**config.mk**
```make
export PLATFORM = sky130hd
export DESIGN_NAME = slt_iter_cmp_flat
export DESIGN_NICKNAME = d
export VERILOG_FILES = /design/src/rtl/slt_iter_cmp_pkg.sv /design/src/rtl/slt_iter_cmp_if.sv /design/src/rtl/slt_iter_cmp_chunk_cmp.sv /design/src/rtl/slt_iter_cmp.sv /design/src/flat_wrapper.sv
export SDC_FILE = /design/constraint.sdc
export NUM_CORES = 1
export LEC_CHECK = 0
export CORE_MARGIN = 2
export CORE_UTILIZATION = 50
export CTS_CLUSTER_DIAMETER = 80
export DETAILED_ROUTE_END_ITERATION = 10
export DONT_BUFFER_PORTS = 1
export GPL_TIMING_DRIVEN = 0
export MAX_ROUTING_LAYER = met4
export PLACE_DENSITY = 0.73
export SLEW_MARGIN = 20
export SYNTH_ARGS = -nofsm -noshare
export SYNTH_HDL_FRONTEND = slang
export SYNTH_SLANG_ARGS = --single-unit
```
**constraint.sdc**
```tcl
create_clock -name clk -period 2.7 [get_ports clk]
set_input_delay 0.54 -clock clk [delete_from_list [all_inputs] [get_ports clk]]
set_output_delay 0.54 -clock clk [all_outputs]
set_load 0.01 [all_outputs]
```
**src/rtl/slt_iter_cmp_pkg.sv**
```systemverilog
// Shared constants for the iterative set-on-compare unit: operation and FSM state encodings.
package slt_iter_cmp_pkg;

   typedef enum logic [1:0] {
      OP_SLTU = 2'b00,
      OP_SLT  = 2'b01,
      OP_SEQ  = 2'b10,
      OP_SNE  = 2'b11
   } op_e;

   typedef enum logic [1:0] {
      ST_IDLE = 2'b00,
      ST_CMP  = 2'b01,
      ST_DONE = 2'b10
   } state_e;

endpackage : slt_iter_cmp_pkg

```
**src/rtl/slt_iter_cmp_if.sv**
```systemverilog
// Request/response bundle between the EX stage (master) and the compare unit (slave).
interface slt_iter_cmp_if
   import slt_iter_cmp_pkg::*;
#(
   parameter int WIDTH = 32
);

   logic             start;
   op_e              op;
   logic [WIDTH-1:0] a;
   logic [WIDTH-1:0] b;
   logic             flush;
   logic             busy;
   logic             done;
   logic [WIDTH-1:0] res;

   modport master (
      output start, op, a, b, flush,
      input  busy, done, res
   );

   modport slave (
      input  start, op, a, b, flush,
      output busy, done, res
   );

endinterface : slt_iter_cmp_if

```
**src/rtl/slt_iter_cmp_chunk_cmp.sv**
```systemverilog
// One chunk of the iterative compare: unsigned less-than and inequality of two CHUNK-bit slices.
module slt_chunk_cmp #(
   parameter int CHUNK = 8
) (
   input  logic [CHUNK-1:0] i_a,
   input  logic [CHUNK-1:0] i_b,
   output logic             o_lt,
   output logic             o_ne
);

   assign o_lt = (i_a < i_b);
   assign o_ne = (i_a != i_b);

endmodule : slt_chunk_cmp

```
**src/rtl/slt_iter_cmp.sv**
```systemverilog
// Iterative SLTU/SLT/SEQ/SNE unit: walks CHUNK-bit slices from the MSB end, stopping at the
// first difference, and returns a zero-extended flag through a start/busy/done handshake.
module slt_iter_cmp
   import slt_iter_cmp_pkg::*;
#(
   parameter int WIDTH = 32,
   parameter int CHUNK = 8
) (
   input  logic          clk,
   input  logic          rst_n,
   slt_iter_cmp_if.slave io_cmp
);

   localparam int NUM_CHUNKS = WIDTH / CHUNK;
   localparam int IDX_W      = (NUM_CHUNKS > 1) ? $clog2(NUM_CHUNKS) : 1;

   if ((WIDTH % CHUNK) != 0) begin : g_bad_chunk
      $error("slt_iter_cmp: WIDTH must be a multiple of CHUNK");
   end

   state_e             r_state;
   state_e             w_state_nx;
   logic [IDX_W-1:0]   r_idx;
   logic [IDX_W-1:0]   w_idx_nx;
   logic [WIDTH-1:0]   r_a;
   logic [WIDTH-1:0]   r_b;
   op_e                r_op;
   logic               r_flag;
   logic               w_flag_nx;
   logic               w_cap;
   logic               w_last;
   logic [WIDTH-1:0]   w_bias;
   logic [CHUNK-1:0]   w_chunk_a;
   logic [CHUNK-1:0]   w_chunk_b;
   logic               w_lt;
   logic               w_ne;

   // Flipping both sign bits at capture turns the signed compare into an unsigned one.
   assign w_bias = (io_cmp.op == OP_SLT) ? {1'b1, {(WIDTH-1){1'b0}}} : {WIDTH{1'b0}};
   assign w_last = (r_idx == IDX_W'(NUM_CHUNKS - 1));

   if (NUM_CHUNKS == 1) begin : g_single
      assign w_chunk_a = r_a;
      assign w_chunk_b = r_b;
   end else begin : g_multi
      logic [CHUNK-1:0] w_ca [NUM_CHUNKS];
      logic [CHUNK-1:0] w_cb [NUM_CHUNKS];
      for (genvar gi = 0; gi < NUM_CHUNKS; gi++) begin : g_slice
         assign w_ca[gi] = r_a[WIDTH-1-gi*CHUNK -: CHUNK];
         assign w_cb[gi] = r_b[WIDTH-1-gi*CHUNK -: CHUNK];
      end
      assign w_chunk_a = w_ca[r_idx];
      assign w_chunk_b = w_cb[r_idx];
   end

   slt_chunk_cmp #(
      .CHUNK (CHUNK)
   ) u_chunk_cmp (
      .i_a  (w_chunk_a),
      .i_b  (w_chunk_b),
      .o_lt (w_lt),
      .o_ne (w_ne)
   );

   // Next-state, chunk index and result flag decision.
   always_comb begin
      w_state_nx = r_state;
      w_idx_nx   = r_idx;
      w_flag_nx  = r_flag;
      w_cap      = 1'b0;
      if (io_cmp.flush) begin
         w_state_nx = ST_IDLE;
         w_idx_nx   = {IDX_W{1'b0}};
      end else begin
         case (r_state)
            ST_IDLE, ST_DONE: begin
               if (io_cmp.start) begin
                  w_state_nx = ST_CMP;
                  w_idx_nx   = {IDX_W{1'b0}};
                  w_cap      = 1'b1;
               end else begin
                  w_state_nx = ST_IDLE;
               end
            end
            ST_CMP: begin
               if (w_ne) begin
                  w_flag_nx  = r_op[1] ? (r_op == OP_SNE) : w_lt;
                  w_state_nx = ST_DONE;
               end else if (w_last) begin
                  w_flag_nx  = (r_op == OP_SEQ);
                  w_state_nx = ST_DONE;
               end else begin
                  w_idx_nx   = r_idx + IDX_W'(1);
               end
            end
            default: begin
               w_state_nx = ST_IDLE;
               w_idx_nx   = {IDX_W{1'b0}};
            end
         endcase
      end
   end

   // State, index and result registers.
   always_ff @(posedge clk or negedge rst_n) begin
      if (!rst_n) begin
         r_state <= ST_IDLE;
         r_idx   <= {IDX_W{1'b0}};
         r_flag  <= 1'b0;
      end else begin
         r_state <= w_state_nx;
         r_idx   <= w_idx_nx;
         r_flag  <= w_flag_nx;
      end
   end

   // Operand capture on an accepted start.
   always_ff @(posedge clk or negedge rst_n) begin
      if (!rst_n) begin
         r_a  <= {WIDTH{1'b0}};
         r_b  <= {WIDTH{1'b0}};
         r_op <= OP_SLTU;
      end else if (w_cap) begin
         r_a  <= io_cmp.a ^ w_bias;
         r_b  <= io_cmp.b ^ w_bias;
         r_op <= io_cmp.op;
      end else begin
         r_a  <= r_a;
         r_b  <= r_b;
         r_op <= r_op;
      end
   end

   assign io_cmp.busy = (r_state == ST_CMP);
   assign io_cmp.done = (r_state == ST_DONE);
   assign io_cmp.res  = {{(WIDTH-1){1'b0}}, r_flag};

endmodule : slt_iter_cmp

```
**src/flat_wrapper.sv**
```systemverilog
// flat-port wrapper written by rule: the top's interface ports become plain ports
module slt_iter_cmp_flat import slt_iter_cmp_pkg::*;
#(
   parameter int WIDTH = 32,
   parameter int CHUNK = 8
)
  (clk, rst_n, io_cmp_start, io_cmp_op, io_cmp_a, io_cmp_b, io_cmp_flush, io_cmp_busy, io_cmp_done, io_cmp_res);
  slt_iter_cmp_if #(.WIDTH(WIDTH)) io_cmp_i ();
  input  logic clk;
  input  logic rst_n;
  input wire logic [$bits(io_cmp_i.start)-1:0] io_cmp_start;
  input wire logic [$bits(io_cmp_i.op)-1:0] io_cmp_op;
  input wire logic [$bits(io_cmp_i.a)-1:0] io_cmp_a;
  input wire logic [$bits(io_cmp_i.b)-1:0] io_cmp_b;
  input wire logic [$bits(io_cmp_i.flush)-1:0] io_cmp_flush;
  output wire logic [$bits(io_cmp_i.busy)-1:0] io_cmp_busy;
  output wire logic [$bits(io_cmp_i.done)-1:0] io_cmp_done;
  output wire logic [$bits(io_cmp_i.res)-1:0] io_cmp_res;
  assign io_cmp_i.start = io_cmp_start;
  assign io_cmp_i.op = io_cmp_op;
  assign io_cmp_i.a = io_cmp_a;
  assign io_cmp_i.b = io_cmp_b;
  assign io_cmp_i.flush = io_cmp_flush;
  assign io_cmp_busy = io_cmp_i.busy;
  assign io_cmp_done = io_cmp_i.done;
  assign io_cmp_res = io_cmp_i.res;
  slt_iter_cmp #(.WIDTH(WIDTH), .CHUNK(CHUNK)) u_core (.clk(clk), .rst_n(rst_n), .io_cmp(io_cmp_i));
endmodule
```
==> flow_metrics.tcl <==
set metrics [dict create \
    endpoint_kind "flip-flop" \
    fmax_mhz 407 \
    rsz0062_at_grt "no" \
    status "complete, no violations" \
    floorplan.initialDensity_pct 51.7 \
    grt_pass1_vias 2001 \
    regToRegStartpoint "u_core.r_idx[0]" \
    first_pass_iters 4 \
    hold_viol_final 0 \
    num_vias 1959 \
    reg2reg_slack_ns 0.24 \
    grt_max_degree 72 \
    yosysWarnings 0 \
    path_clk_slew_ns 0.07 \
    cts-root-buf "clkbuf_8" \
    critPathRequiredTime_ns 2.92 \
    avgSynthCellArea_um2 14.1 \
    grt-ovfl-total 0 \
    routabilityCongestion 0.780 \
    ys_seq_area_share_pct 50.3 \
    hold_class "primary input to asynchronous set/reset pin" \
    fp-row-count 30 \
    post_drt_wl_per_cell_um 16.6 \
    maxCapViolCount 0 \
    fin_util_pct 59.0 \
    r2r_cells 8 \
    start_kind "flip-flop" \
    slew_viol_final 0 \
    post_cts_buffers 0 \
    h-tree-depth 3 \
    synthCells 250 \
    critical_path_arrival_ns 2.68 \
    ys_types 26 \
    nets 370 \
    first_iter_violations 104 \
    ys_ff_latch 71 \
    areaGrowthSynthToFinish_pct 14.1 \
    final_cell_mix "dfrtp_1, mux2_2, buf_4, conb_1, mux4_2" \
    port_buffers 0 \
    synth_area_um2 3530 \
    cts_tree "yes" \
    antenna_found_initial 0 \
    vias_per_cell 5.01 \
    antenna_cells 0 \
    wl_mm 6.48 \
    power_density_nw_per_um2 721 \
    cts_buffers 9 \
    die_h_um 88.1 \
    route.detailed.drc 0 \
    instances_no_fill 391 \
    fp.coreArea_um2 6830 \
    cts_sinks 71 \
    final_common_cell "dfrtp_1" \
    async_flop_share_pct 100 \
    synth-edff-count 0 \
    top_level_ports 104 \
    timing.final.crit_share_pct 90.9 \
    grt_pass1_wl_mm 10.3 \
    clkLatencyLatePin_ns 0.34 \
    power.leakage_nw 1.81 \
    grt.total_usage_pct 18.9 \
    hpwlAfterDp_mm 4.77 \
    r2r_end "u_core.r_idx[1]" \
    critPathKind "flip-flop to flip-flop" \
    die_area_um2 7760 \
    drtAntennaViolNets 0 \
    setup_violations 0 \
    clk_path_buf_depth 2 \
    synth-main-ff-cell "dfrtp_1" \
    crit_fanout 18 \
    die_width_um 88.1 \
    place_inst 376 \
    ir_drop_uv 457 \
    drive_above_1_share_pct 46.1 \
    timing.final.crit_period_ns 2.46 \
    clock_skew_ns 0.00508 \
]
## per-stage QoR
step	hold WS, ns	setup TNS [ns]	power (mW)	cell area (um2)	setup WS (ns)
final	0.0763	0	2.91	4030	0.245
after global routing	0.0880	0	3.08	4030	0.0102
after CTS	0.0802	0	2.94	4020	0.0773
after detailed placement	0.246	-0.0121	1.95	3770	-0.0111
after global placement	0.246	0	1.92	3770	0.0337
after floorplan	0.244	0	1.83	3650	0.318
## critical path: stages, from the launching register on
cell and delay [ns]:
dfrtp_1 0.38, buf_8 0.24, mux4_2 0.55, ha_1 0.30, and4_1 0.23, nand2b_1 0.12
o21ba_2 0.26, o21ai_0 0.18, nand2_1 0.07
## worst max path at each step
| stage | slack (ns) | startpoint | to |
|---|---|---|---|
| 3_5_place_dp | -0.01 | u_core.r_idx[0] | u_core.r_idx[1] |
| 3_3_place_gp | 0.03 | u_core.r_idx[0] | u_core.r_idx[1] |
| 2_1_floorplan | 0.32 | u_core.r_idx[0] | u_core.r_idx[1] |
| 5_1_grt | 0.01 | u_core.r_idx[0] | u_core.r_flag |
| 4_1_cts | 0.08 | u_core.r_idx[1] | u_core.r_flag |
| 6_report | 0.24 | u_core.r_idx[0] | u_core.r_idx[1] |
## routing by layer
layer,GRT usage [%],up-vias,share of wire (%)
met5,-,-,0
met4,7.44,0,2.4
met3,7.16,19,7.5
met2,27.8,81,47
met1,23.8,949,43
li1,-,910,-
## where the power goes
group / internal, mW / switching, mW / total, mW
clock network: 0.589 / 0.372 / 0.962
logic: 0.354 / 0.241 / 0.595
registers: 1.26 / 0.0945 / 1.35
total: 2.20 / 0.708 / 2.91
## flip-flops by register name, summed over array words and instances (netlist names)
signal / flops
u_core.r_state: 2
u_core.r_flag: 1
u_core.r_idx: 2
u_core.g_multi.w_cb: 32
u_core.r_op: 2
u_core.g_multi.w_ca: 32
## Yosys cell counts, types with 4 or more instances
library cell / count / area (um2)
nor2_1: 7 / 26.3
dfrtp_1: 71 / 1780
mux2_2: 59 / 664
mux2_1: 5 / 56.3
buf_2: 7 / 35.0
ha_1: 9 / 113
buf_4: 35 / 263
mux4_2: 16 / 360
inv_1: 8 / 30.0
nand2_1: 4 / 15.0
a21oi_1: 5 / 25.0
## repair_timing
item | in CTS | in global routing
hold buffers | 1 | 0
gates resized for setup | 1 | 5
endpoints found under the hold margin | 71 | 0
cloned | 0 | 0
setup endpoints to repair | 2 | 3
## cell families (layout without fill, tap and decap cells)
group           Yosys count  in the layout  synth area share, %
mux                      80             80                 30.6
simple gates             24             24                 3.65
compound gates           11             11                 1.84
flops                    71             71                 50.3
other cells               1             31                0.106
xor+xnor                  3              3                0.744
buf+inv                  51             66                 9.60
fa+ha+maj                 9              9                 3.19
## layout make-up
type | count | area, um2
Timing Repair Buffer | 1 | 27.5
Buffer | 42 | 315
Multi-Input combinational cell | 158 | 1530
Clock inverter | 3 | 65.1
Fill cell | 551 | 2800
Tap cell | 96 | 120
Sequential cell | 71 | 1780
Inverter | 8 | 30.0
Clock buffer | 12 | 165
Power figures use the tool's default switching activity.
